==> config.mk <==
export PLATFORM = sky130hd
export DESIGN_NAME = f3m_inverse
export DESIGN_NICKNAME = d
export VERILOG_FILES = /design/src/rtl/f3m_pkg.sv /design/src/rtl/f3m_mulx_modp.sv /design/src/rtl/f3m_inverse.sv
export SDC_FILE = /design/constraint.sdc
export NUM_CORES = 2
export LEC_CHECK = 0
export CAP_MARGIN = 40
export CELL_PAD_IN_SITES_DETAIL_PLACEMENT = 0
export CELL_PAD_IN_SITES_GLOBAL_PLACEMENT = 1
export CORE_MARGIN = 4
export CORE_UTILIZATION = 47
export CTS_CLUSTER_DIAMETER = 150
export DETAILED_ROUTE_END_ITERATION = 8
export GPL_TIMING_DRIVEN = 0
export HOLD_SLACK_MARGIN = 0.02
export PLACE_DENSITY_LB_ADDON = 0.1
export SLEW_MARGIN = 20
export SYNTH_ARGS = -nofsm -noshare
export SYNTH_HDL_FRONTEND = slang
export SYNTH_SLANG_ARGS = --single-unit
==> constraint.sdc <==
create_clock -name clk -period 5.1 [get_ports clk]
set_clock_uncertainty 0.05 [all_clocks]
set_input_delay 1.02 -clock clk [delete_from_list [all_inputs] [get_ports clk]]
set_output_delay 1.02 -clock clk [all_outputs]
set_load 0.03 [all_outputs]
==> src/rtl/f3m_pkg.sv <==
// f3m_pkg: shared constants and GF(3) / GF(3^97) trit helpers.
//  Trit encoding: 00 = 0, 01 = 1, 10 = 2. Code 11 is illegal; every helper
//  treats it as 0 and none of them ever returns 11.
//  M     field extension degree (97)
//  LEN   width of a field element vector (2*M bits, trit i = bits [2i+1:2i])
//  RLEN  width of the Euclid remainder registers (one extra trit for x^M)
package f3m_pkg;

  localparam int M    = 97;
  localparam int LEN  = 2 * M;
  localparam int RLEN = LEN + 2;

  localparam logic [1:0] T0 = 2'b00;
  localparam logic [1:0] T1 = 2'b01;
  localparam logic [1:0] T2 = 2'b10;

  // P(x) = x^97 + x^12 + 2, held in the extended remainder width.
  localparam logic [RLEN-1:0] MODP = (RLEN'(1) << (2 * M)) | (RLEN'(1) << 24) | RLEN'(2);

  // Number of Euclid steps per inversion.
  localparam logic [7:0] STEPS = 8'(2 * M);

  // FSM encoding.
  localparam logic [1:0] S_IDLE = 2'd0;
  localparam logic [1:0] S_LOAD = 2'd1;
  localparam logic [1:0] S_RUN  = 2'd2;
  localparam logic [1:0] S_DONE = 2'd3;

  function automatic logic [1:0] f3_add(input logic [1:0] a, input logic [1:0] b);
    logic [2:0] s;
    s = {1'b0, a} + {1'b0, b};
    case (s)
      3'd1, 3'd4: f3_add = T1;
      3'd2, 3'd5: f3_add = T2;
      default:    f3_add = T0;
    endcase
  endfunction

  function automatic logic [1:0] f3_neg(input logic [1:0] a);
    case (a)
      T1:      f3_neg = T2;
      T2:      f3_neg = T1;
      default: f3_neg = T0;
    endcase
  endfunction

  function automatic logic [1:0] f3_sub(input logic [1:0] a, input logic [1:0] b);
    f3_sub = f3_add(a, f3_neg(b));
  endfunction

  function automatic logic [1:0] f3_mul(input logic [1:0] a, input logic [1:0] b);
    if (a == T0 || b == T0 || a == 2'b11 || b == 2'b11) f3_mul = T0;
    else                                                f3_mul = (a == b) ? T1 : T2;
  endfunction

  function automatic logic [LEN-1:0] f3m_add(input logic [LEN-1:0] a, input logic [LEN-1:0] b);
    logic [LEN-1:0] r;
    r = '0;
    for (int i = 0; i < M; i++) r[2*i +: 2] = f3_add(a[2*i +: 2], b[2*i +: 2]);
    return r;
  endfunction

  function automatic logic [LEN-1:0] f3m_sub(input logic [LEN-1:0] a, input logic [LEN-1:0] b);
    logic [LEN-1:0] r;
    r = '0;
    for (int i = 0; i < M; i++) r[2*i +: 2] = f3_sub(a[2*i +: 2], b[2*i +: 2]);
    return r;
  endfunction

  // Multiply every trit of v by the scalar trit k.
  function automatic logic [LEN-1:0] f3m_scale(input logic [LEN-1:0] v, input logic [1:0] k);
    logic [LEN-1:0] r;
    r = '0;
    for (int i = 0; i < M; i++) r[2*i +: 2] = f3_mul(v[2*i +: 2], k);
    return r;
  endfunction

endpackage

==> src/rtl/f3m_mulx_modp.sv <==
// f3m_mulx_modp: combinational multiply / divide by x modulo P(x) = x^97 + x^12 + 2.
//  v     in   LEN  field element
//  mulx  out  LEN  x*v mod P
//  divx  out  LEN  v/x mod P
//  x^97 == 2*x^12 + 1, so the trit shifted out of the top adds into trit 0
//  and subtracts from trit 12. Division first adds v0*P (which clears the
//  constant term), then shifts down: trit 96 gets v0, trit 11 gets v12 + v0.
module f3m_mulx_modp
  import f3m_pkg::*;
(
  input  logic [LEN-1:0] v,
  output logic [LEN-1:0] mulx,
  output logic [LEN-1:0] divx
);

  logic [1:0] top;
  logic [1:0] low;

  always_comb begin
    top  = f3_add(T0, v[LEN-1 -: 2]);
    low  = f3_add(T0, v[1:0]);

    mulx        = {v[LEN-3:0], T0};
    mulx[1:0]   = top;
    mulx[25:24] = f3_sub(v[23:22], top);

    divx             = {T0, v[LEN-1:2]};
    divx[LEN-1 -: 2] = low;
    divx[23:22]      = f3_add(v[25:24], low);
  end

endmodule

==> src/rtl/f3m_inverse.sv <==
// f3m_inverse: multiplicative inverse in GF(3^97), modulus x^97 + x^12 + 2.
//  clk        in   1    clock, rising edge
//  reset      in   1    asynchronous, active low; release starts a computation
//  A          in   LEN  operand, sampled once after reset release
//  C          out  LEN  A^-1 mod P (0 for A == 0), registered, held until reset
//  done       out  1    only when F3M_INV_DONE_EN is defined: high in DONE
//  dbg_state  out  2    current FSM state (S_IDLE/S_LOAD/S_RUN/S_DONE)
// Control: there is no valid/ready pair. Releasing reset is the start
// request; C is final 197 rising edges after release and stays there until
// the next reset. A is read only in LOAD.
// Algorithm: constant-time extended Euclid with R and S aligned so that the
// lead trit sits at position M. Invariants R == A*U*x^e and S == A*V*x^e
// (mod P) hold with a common e; after 2*M steps R = c*x^M with e = M, so
// A^-1 = c^-1*U = c*U.
module f3m_inverse
  import f3m_pkg::*;
(
  input  logic           clk,
  input  logic           reset,
  input  logic [LEN-1:0] A,
  output logic [LEN-1:0] C,
`ifdef F3M_INV_DONE_EN
  output logic           done,
`endif
  output logic [1:0]     dbg_state
);

  logic [1:0]      state;
  logic [7:0]      cnt;
  logic [7:0]      d;
  logic [RLEN-1:0] r_q, s_q;
  logic [LEN-1:0]  u_q, v_q;

  logic [1:0]      r_lead, s_lead, q;
  logic [LEN-1:0]  s_red, v_red, c_norm;
  logic [RLEN-1:0] r_sh, s_sh;
  logic [LEN-1:0]  u_mulx, u_divx, v_mulx, unused_v_divx;

  always_comb begin
    r_lead = r_q[RLEN-1 -: 2];
    s_lead = s_q[RLEN-1 -: 2];
    // r^-1 == r in GF(3), so s/r == s*r.
    q      = f3_mul(s_lead, r_lead);
    // The lead trit of S - q*R is zero by construction and is shifted out,
    // so only the low LEN bits are computed.
    s_red  = f3m_sub(s_q[LEN-1:0], f3m_scale(r_q[LEN-1:0], q));
    v_red  = f3m_sub(v_q, f3m_scale(u_q, q));
    r_sh   = {r_q[LEN-1:0], T0};
    s_sh   = {s_red, T0};
    c_norm = f3m_scale(u_q, r_lead);
  end

  f3m_mulx_modp u_path (
    .v    (u_q),
    .mulx (u_mulx),
    .divx (u_divx)
  );

  // On a swap the new U is x times the freshly reduced V.
  f3m_mulx_modp v_path (
    .v    (v_red),
    .mulx (v_mulx),
    .divx (unused_v_divx)
  );

  always_ff @(posedge clk or negedge reset) begin
    if (!reset) begin
      state <= S_IDLE;
      cnt   <= '0;
      d     <= '0;
      r_q   <= '0;
      s_q   <= '0;
      u_q   <= '0;
      v_q   <= '0;
      C     <= '0;
    end else begin
      case (state)
        S_IDLE: state <= S_LOAD;
        S_LOAD: begin
          r_q   <= {T0, A};
          s_q   <= MODP;
          u_q   <= LEN'(1);
          v_q   <= '0;
          d     <= '0;
          cnt   <= '0;
          state <= S_RUN;
        end
        S_RUN: begin
          if (cnt == STEPS) begin
            C     <= c_norm;
            state <= S_DONE;
          end else begin
            cnt <= cnt + 8'd1;
            if (r_lead == T0) begin
              r_q <= r_sh;
              u_q <= u_mulx;
              d   <= d + 8'd1;
            end else if (d == 8'd0) begin
              r_q <= s_sh;
              s_q <= r_q;
              u_q <= v_mulx;
              v_q <= u_q;
              d   <= 8'd1;
            end else begin
              s_q <= s_sh;
              v_q <= v_red;
              u_q <= u_divx;
              d   <= d - 8'd1;
            end
          end
        end
        S_DONE:  state <= S_DONE;
        default: state <= S_IDLE;
      endcase
    end
  end

  assign dbg_state = state;

`ifdef F3M_INV_DONE_EN
  assign done = (state == S_DONE);
`endif

endmodule

Word-level counts from Yosys, hierarchy flattened
Index checks and enable logic that the tools add are counted.
{"block": "totals", "ff_bits": 992, "in_bits": 196, "output_inout_bits": 196}
{"block": "classes", "add_sub_neg": 200, "eq_ne": 1683, "muxes": 1004, "reduce_logical": 1474}
{"op": "$pmux 2 s2", "count": 396}
{"op": "$eq 3x3->1 const B", "count": 394}
{"op": "$mux 196", "count": 6}
{"op": "$mux 2", "count": 585}
{"op": "$mux 194", "count": 6}
{"op": "$logic_or 1x1->1", "count": 876}
{"op": "$eq 2x2->1 const B", "count": 398}
{"op": "$reduce_or 2->1", "count": 394}
{"op": "$pmux 196 s2", "count": 2}
{"op": "$pmux 194 s2", "count": 2}
{"op": "$add 2x2->3", "count": 197}
{"op": "$eq 3x1->1 const B", "count": 197}
{"op": "$eq 3x2->1 const B", "count": 197}
{"op": "$eq 2x2->1", "count": 292}
{"op": "$eq 2x1->1 const B", "count": 200}
{"op": "$logic_not 2->1", "count": 198}
{"op": "$mux 8", "count": 4}
{"op": "$pmux 8 s2", "count": 2}
{"op": "$add 8x1->8 const B", "count": 2}
{"op": "$eq 8x8->1 const B", "count": 1}
{"op": "$logic_not 8->1", "count": 1}
{"op": "$pmux 2 s4", "count": 1}
{"op": "$sub 8x1->8 const B", "count": 1}
{"op": "$ne 2x2->1 const B", "count": 3}
{"op": "other kinds (4)", "count": 6}

Longest topological paths before layout
{"block": "depth", "depth_word": 28, "depth_mapped": 19, "depth_no_buf": 16}

By module
A second synthesis with hierarchy kept.
{"block": "unflattened", "cells_unflattened": 8647, "area_unflattened_um2": 73526.8}
{"module": "f3m_inverse", "n_inst": 1, "cells_per_inst": 7847, "area_per_inst_um2": 67430.9, "seq_area_each_um2": 24823.8}
{"module": "f3m_mulx_modp", "n_inst": 2, "cells_per_inst": 400, "area_per_inst_um2": 3047.9, "seq_area_each_um2": 0.0}

Worst setup path before layout
Ideal clock, no wire load.
{"block": "synth_timing", "path_type": "flip-flop to flip-flop", "start": "reg s_q[194]", "end": "reg u_q[25]", "arrival_ns": 3.848, "path_slack_ns": 1.080, "stages_incl_launch_ff": 20, "n_path_buf": 3, "period_less_slack_ns": 4.020, "cell_sequence": "dfrtp_1 nor2b_1 clkbuf_1 clkbuf_1 buf_1 a22oi_1 o22ai_1 ha_1 inv_1 fa_1 nand2_1 o22a_1 inv_1 ha_1 inv_1 fa_1 nor2b_1 a221oi_1 o21ai_0 a32o_1"}
{"block": "synth_between", "elab_chain_len": 28, "word_cells_on_any_way": 62}
{"element": "start: declaration", "line_no": "f3m_inverse.sv:31", "source": "logic [RLEN-1:0] r_q, s_q;"}
{"element": "start signal: assignment", "line_no": "f3m_inverse.sv:100", "source": "s_q <= r_q;"}
{"element": "start signal: assignment", "line_no": "f3m_inverse.sv:105", "source": "s_q <= s_sh;"}
{"element": "$logic_not 2->1", "line_no": "f3m_pkg.sv:52", "source": "if (a == T0 || b == T0 || a == 2'b11 || b == 2'b11) f3_mul = T0;"}
{"element": "$logic_or 1x1->1 (3 in series)", "line_no": "f3m_pkg.sv:52"}
{"element": "$mux 2 *", "line_no": "f3m_pkg.sv:52"}
{"element": "$logic_not 2->1", "line_no": "f3m_pkg.sv:52"}
{"element": "$logic_or 1x1->1 (3 in series)", "line_no": "f3m_pkg.sv:52"}
{"element": "$mux 2", "line_no": "f3m_pkg.sv:52"}
{"element": "$eq 2x2->1 / $eq 2x1->1 (equally long branches)", "line_no": "f3m_pkg.sv:40", "source": "case (a)"}
{"element": "$pmux 2 s2", "line_no": "f3m_pkg.sv:40"}
{"element": "[8 not listed]"}
{"element": "$add 2x2->3 *", "line_no": "f3m_pkg.sv:31", "source": "s = {1'b0, a} + {1'b0, b};"}
{"element": "$eq 3x2->1, or another cell as far along", "line_no": "f3m_pkg.sv:32", "source": "case (s)"}
{"element": "$reduce_or 2->1", "line_no": "f3m_pkg.sv:32"}
{"element": "$pmux 2 s2 *", "line_no": "f3m_pkg.sv:32"}
{"element": "$mux 194 *", "line_no": "f3m_inverse.sv:98", "source": "end else if (d == 8'd0) begin"}
{"element": "$mux 194 *", "line_no": "f3m_inverse.sv:94", "source": "if (r_lead == T0) begin"}
{"element": "$mux 194 *", "line_no": "f3m_inverse.sv:89", "source": "if (cnt == STEPS) begin"}
{"element": "$pmux 194 s2 *", "line_no": "f3m_inverse.sv:77", "source": "case (state)"}
{"element": "end signal: assignment", "line_no": "f3m_inverse.sv:96", "source": "u_q <= u_mulx;"}
{"element": "end signal: assignment", "line_no": "f3m_inverse.sv:101", "source": "u_q <= v_mulx;"}
{"element": "end signal: assignment", "line_no": "f3m_inverse.sv:107", "source": "u_q <= u_divx;"}
{"element": "end: declaration", "line_no": "f3m_inverse.sv:32", "source": "logic [LEN-1:0] u_q, v_q;"}
Mark *: on every way between the ends. The rest lies on a longest branch, timed or not. The select of a mux whose other input is x is not followed.
A chain may end at the register's enable or synchronous reset.

Final worst setup path
{"block": "layout_timing", "start": "reg r_q[195]", "end": "reg u_q[25]"}
{"block": "layout_between", "elab_chain_len": 28, "word_cells_on_any_way": 62}
{"element": "start: declaration", "line_no": "f3m_inverse.sv:31"}
{"element": "start signal: assignment", "line_no": "f3m_inverse.sv:80", "source": "r_q <= {T0, A};"}
{"element": "start signal: assignment", "line_no": "f3m_inverse.sv:95", "source": "r_q <= r_sh;"}
{"element": "start signal: assignment", "line_no": "f3m_inverse.sv:99", "source": "r_q <= s_sh;"}
{"element": "$logic_not 2->1", "line_no": "f3m_pkg.sv:52, f3m_inverse.sv:94"}
{"element": "$logic_or 1x1->1 (3 in series)", "line_no": "f3m_pkg.sv:52"}
{"element": "$mux 2", "line_no": "f3m_pkg.sv:52"}
{"element": "$logic_not 2->1", "line_no": "f3m_pkg.sv:52"}
{"element": "$logic_or 1x1->1 (3 in series)", "line_no": "f3m_pkg.sv:52"}
{"element": "$mux 2", "line_no": "f3m_pkg.sv:52"}
{"element": "$eq 2x2->1 / $eq 2x1->1 (equally long branches)", "line_no": "f3m_pkg.sv:40"}
{"element": "$pmux 2 s2", "line_no": "f3m_pkg.sv:40"}
{"element": "[8 not listed]"}
{"element": "$add 2x2->3", "line_no": "f3m_pkg.sv:31"}
{"element": "$eq 3x2->1, or another cell as far along", "line_no": "f3m_pkg.sv:32"}
{"element": "$reduce_or 2->1", "line_no": "f3m_pkg.sv:32"}
{"element": "$pmux 2 s2", "line_no": "f3m_pkg.sv:32"}
{"element": "$mux 194", "line_no": "f3m_inverse.sv:98"}
{"element": "$mux 194 *", "line_no": "f3m_inverse.sv:94"}
{"element": "$mux 194 *", "line_no": "f3m_inverse.sv:89"}
{"element": "$pmux 194 s2 *", "line_no": "f3m_inverse.sv:77"}
Marked as above.

==> impl_metrics.yaml <==
worst_setup_path:
  worstPathMaxFanout: 10
  cp.required_ns: 5.71
  critical_path_arrival_ns: 5.64
  end_kind: "register"
  worstSetupStartpointType: "register"
  crit_type: "register to register"
cts:
  clock-sinks: 992
  clockRootBuffer: "clkbuf_16"
  clk_path_buf_depth: 3
  clk_pin_slew_ns: 0.06
  post_cts_buffers: 0
  cts_tree: "done"
  insertion_delay_ns: 0.78
  cts_buffers: 121
  htreeDepth: 3
routing:
  firstDrtPassIters: 7
  initialDrtViolationCount: 7685
  drc_errors: 0
  vias: 72412
  routedWlPerCell_um: 26.4
  vias_per_cell: 6.46
  drt-total-wl_um: 297000
  antenna_left: 0
pwr:
  internal_power_mw: 25.2
  clkPwrFrac: 0.194
  p_total_mw: 48.6
  peakVddDrop_v: 0.000380
  seqPwrFrac: 0.261
  total_leakage_power_nw: 32.4
  power.share.combinational: 0.545
  netSwitchingFraction: 0.482
  switching_power_mw: 23.4
  p_per_area_nw_per_um2: 593
flow_run:
  maxCapViolations: 0
synthesis:
  yosys_warnings: 0
  synth_area_um2: 70300
  ys_seq_elements: 992
  syn_area_per_cell_um2: 8.18
  syn-num-nets: 9183
  async_flop_share: 1.00
  seq_area_frac_synth: 0.353
  ys_types: 54
  ys.flop_type: "dfrtp_1"
  synth_cells: 8588
  synth_edf_count: 0
timing:
  rsz0062_at_grt: "no"
  maxSlewHeadroom: 0.355
  finalCriticalPeriod_ns: 5.03
  setup_viol: 0
  setup_tns_ns: 0
  timing.final.ws_setup_ns: 0.0691
  hold_viol: 0
  slew_violations: 0
  fin_crit_sh: 0.986
  worst_pin_slew_ns: 0.967
  fmaxAchievable_mhz: 199
final_layout:
  final_cell_area_um2: 82000
  drive_gt1_frac: 0.0455
  area_growth_pct: 16.7
  final_cells: 11216
  final_net_count: 9766
grt:
  antenna_found_initial: 9
  grt_pass1_wl_um: 444000
  grt_pass1_vias: 70407
  grt_max_degree: 134
  overflow: 0
  grt.total_usage: 0.368
die:
  core_um2: 148000
  die-area_um2: 156000
  fp.dieH_um: 395
  std_cell_rows: 141
  start_util: 0.474
  pin_count: 392
  die_w_um: 395
place:
  dp_slack_ns: -0.534
  dp_hpwl_um: 217000
  gp_congestion: 0.945
  portBuffers: 391
  place_area_um2: 77600
  place_inst: 10972
status:
  status: "complete, no violations"
hold_path:
  hold_path_class: "primary input to async pin"
stage by stage:
| step | hold slack, ns | utilization |
|---|---|---|
| 3_5_place_dp | 0.439 | 0.524 |
| 6_report | 0.0824 | 0.553 |
| 4_1_cts | 0.0716 | 0.552 |
| 3_3_place_gp | 0.427 | 0.517 |
| 5_1_grt | 0.0869 | 0.553 |
| 2_1_floorplan | 0.405 | - |
layout by cell type, fill, tap and decap left out, drive strengths merged, types with 8 or more instances in the layout:
master	count
buf	209
clkbuf	740
mux2i	10
clkinvlp	18
a31oi	156
fa	197
bufinv	15
diode	12
nand3b	48
nor3	8
ha	202
clkdlybuf4s50	390
a21o	95
nand2	636
and3	65
o211ai	253
dfrtp	992
a22oi	582
o2111ai	81
o221ai	27
nor2b	436
inv	408
o21ai	632
xnor2	131
clkinv	28
nand4	64
o22a	98
nor2	608
nand2b	142
a22o	72
nand3	503
a21oi	1153
and3b	83
nor3b	47
o22ai	101
power groups by stage:
stage / Combinational, mW / Sequential, mW / Clock (mW)
after floorplan: 18.0 / 11.7 / 0
after global placement: 24.9 / 12.7 / 0
after detailed placement: 25.8 / 12.6 / 0
after CTS: 25.9 / 12.5 / 9.51
after global routing: 28.9 / 12.9 / 9.82
final: 26.5 / 12.7 / 9.43
flip-flops by register name, indices dropped and copies added (netlist names):
name       cells
v_q          194
C            194
r_q          196
u_q          194
cnt            8
s_q          196
d              8
dbg_state      2
Yosys cell counts, types with 81 or more instances:
master | n | area [um2]
ha_1 | 202 | 2530
buf_2 | 89 | 445
nand2b_1 | 142 | 888
dfrtp_1 | 992 | 24800
a21oi_1 | 1153 | 5770
a21o_1 | 95 | 713
and3b_1 | 83 | 727
o211ai_1 | 252 | 1890
a31oi_1 | 156 | 976
a22oi_1 | 582 | 4370
nor2_1 | 608 | 2280
clkbuf_1 | 582 | 2180
o21ai_0 | 631 | 3160
xnor2_1 | 131 | 1150
o22ai_1 | 101 | 632
inv_1 | 402 | 1510
o22a_1 | 98 | 858
fa_1 | 197 | 3940
o2111ai_1 | 81 | 709
nor2b_1 | 436 | 2730
nand3_1 | 503 | 2520
nand2_1 | 636 | 2390
routing by layer:
metal	GRT usage	wire length (um)	vias up
met5	0	20	-
met4	0.191	18000	2
met3	0.0747	27300	810
met2	0.565	130000	3690
met1	0.493	121000	35776
li1	-	-	32134
path summary, 6_finish.rpt:
path / startpoint / to / slack, ns / cells past startpoint
setup / recovery: r_q[195] / u_q[25] / 0.07 / 16
hold / removal: reset / r_q[43] / 0.08 / 1
setup reg to reg: r_q[195] / u_q[25] / 0.07 / 16
hold reg to reg: s_q[15] / s_q[15] / 0.45 / 2
max in group asynchronous: reset / C[81] / 2.71 / 4
min in group clk: s_q[15] / s_q[15] / 0.45 / 2
layout make-up:
type | instances | area, um2
Clock buffer | 160 | 3450
Tap cell | 1930 | 2410
Multi-Input combinational cell | 6474 | 41200
Inverter | 403 | 1510
Buffer | 717 | 2850
Timing Repair Buffer | 462 | 4940
Antenna cell | 12 | 30.0
Sequential cell | 992 | 24800
Clock inverter | 66 | 818
Fill cell | 14110 | 66200
kinds of logic after synthesis:
kind of cell,Yosys count,synth area share
buffers and inverters,1122,0.0615
AO/OA/AOI/OAI,3278,0.287
AND/OR/NAND/NOR,2655,0.188
multiplexers,11,0.00158
adder cells (fa/ha/maj),399,0.0921
flip-flops,992,0.353
XOR/XNOR,131,0.0163
what timing repair did:
item	CTS	global route
setup endpoints to repair	2	2
cloned	0	0
resized for setup	7	14
hold buffers	0	0
critical path, cell delays in order, from the launching register on:
cell      delay (ns)
dfrtp_1         0.33
buf_2           0.22
nand2b_2        0.45
clkbuf_1        0.35
buf_6           0.25
clkbuf_2        0.38
o22ai_1         0.23
ha_1            0.24
inv_1           0.06
fa_1            0.44
and3b_1         0.20
a21oi_1         0.34
fa_1            0.53
nor2b_1         0.16
a221oi_1        0.25
o21ai_0         0.12
a32o_1          0.29
Power figures use the tool's default switching activity.
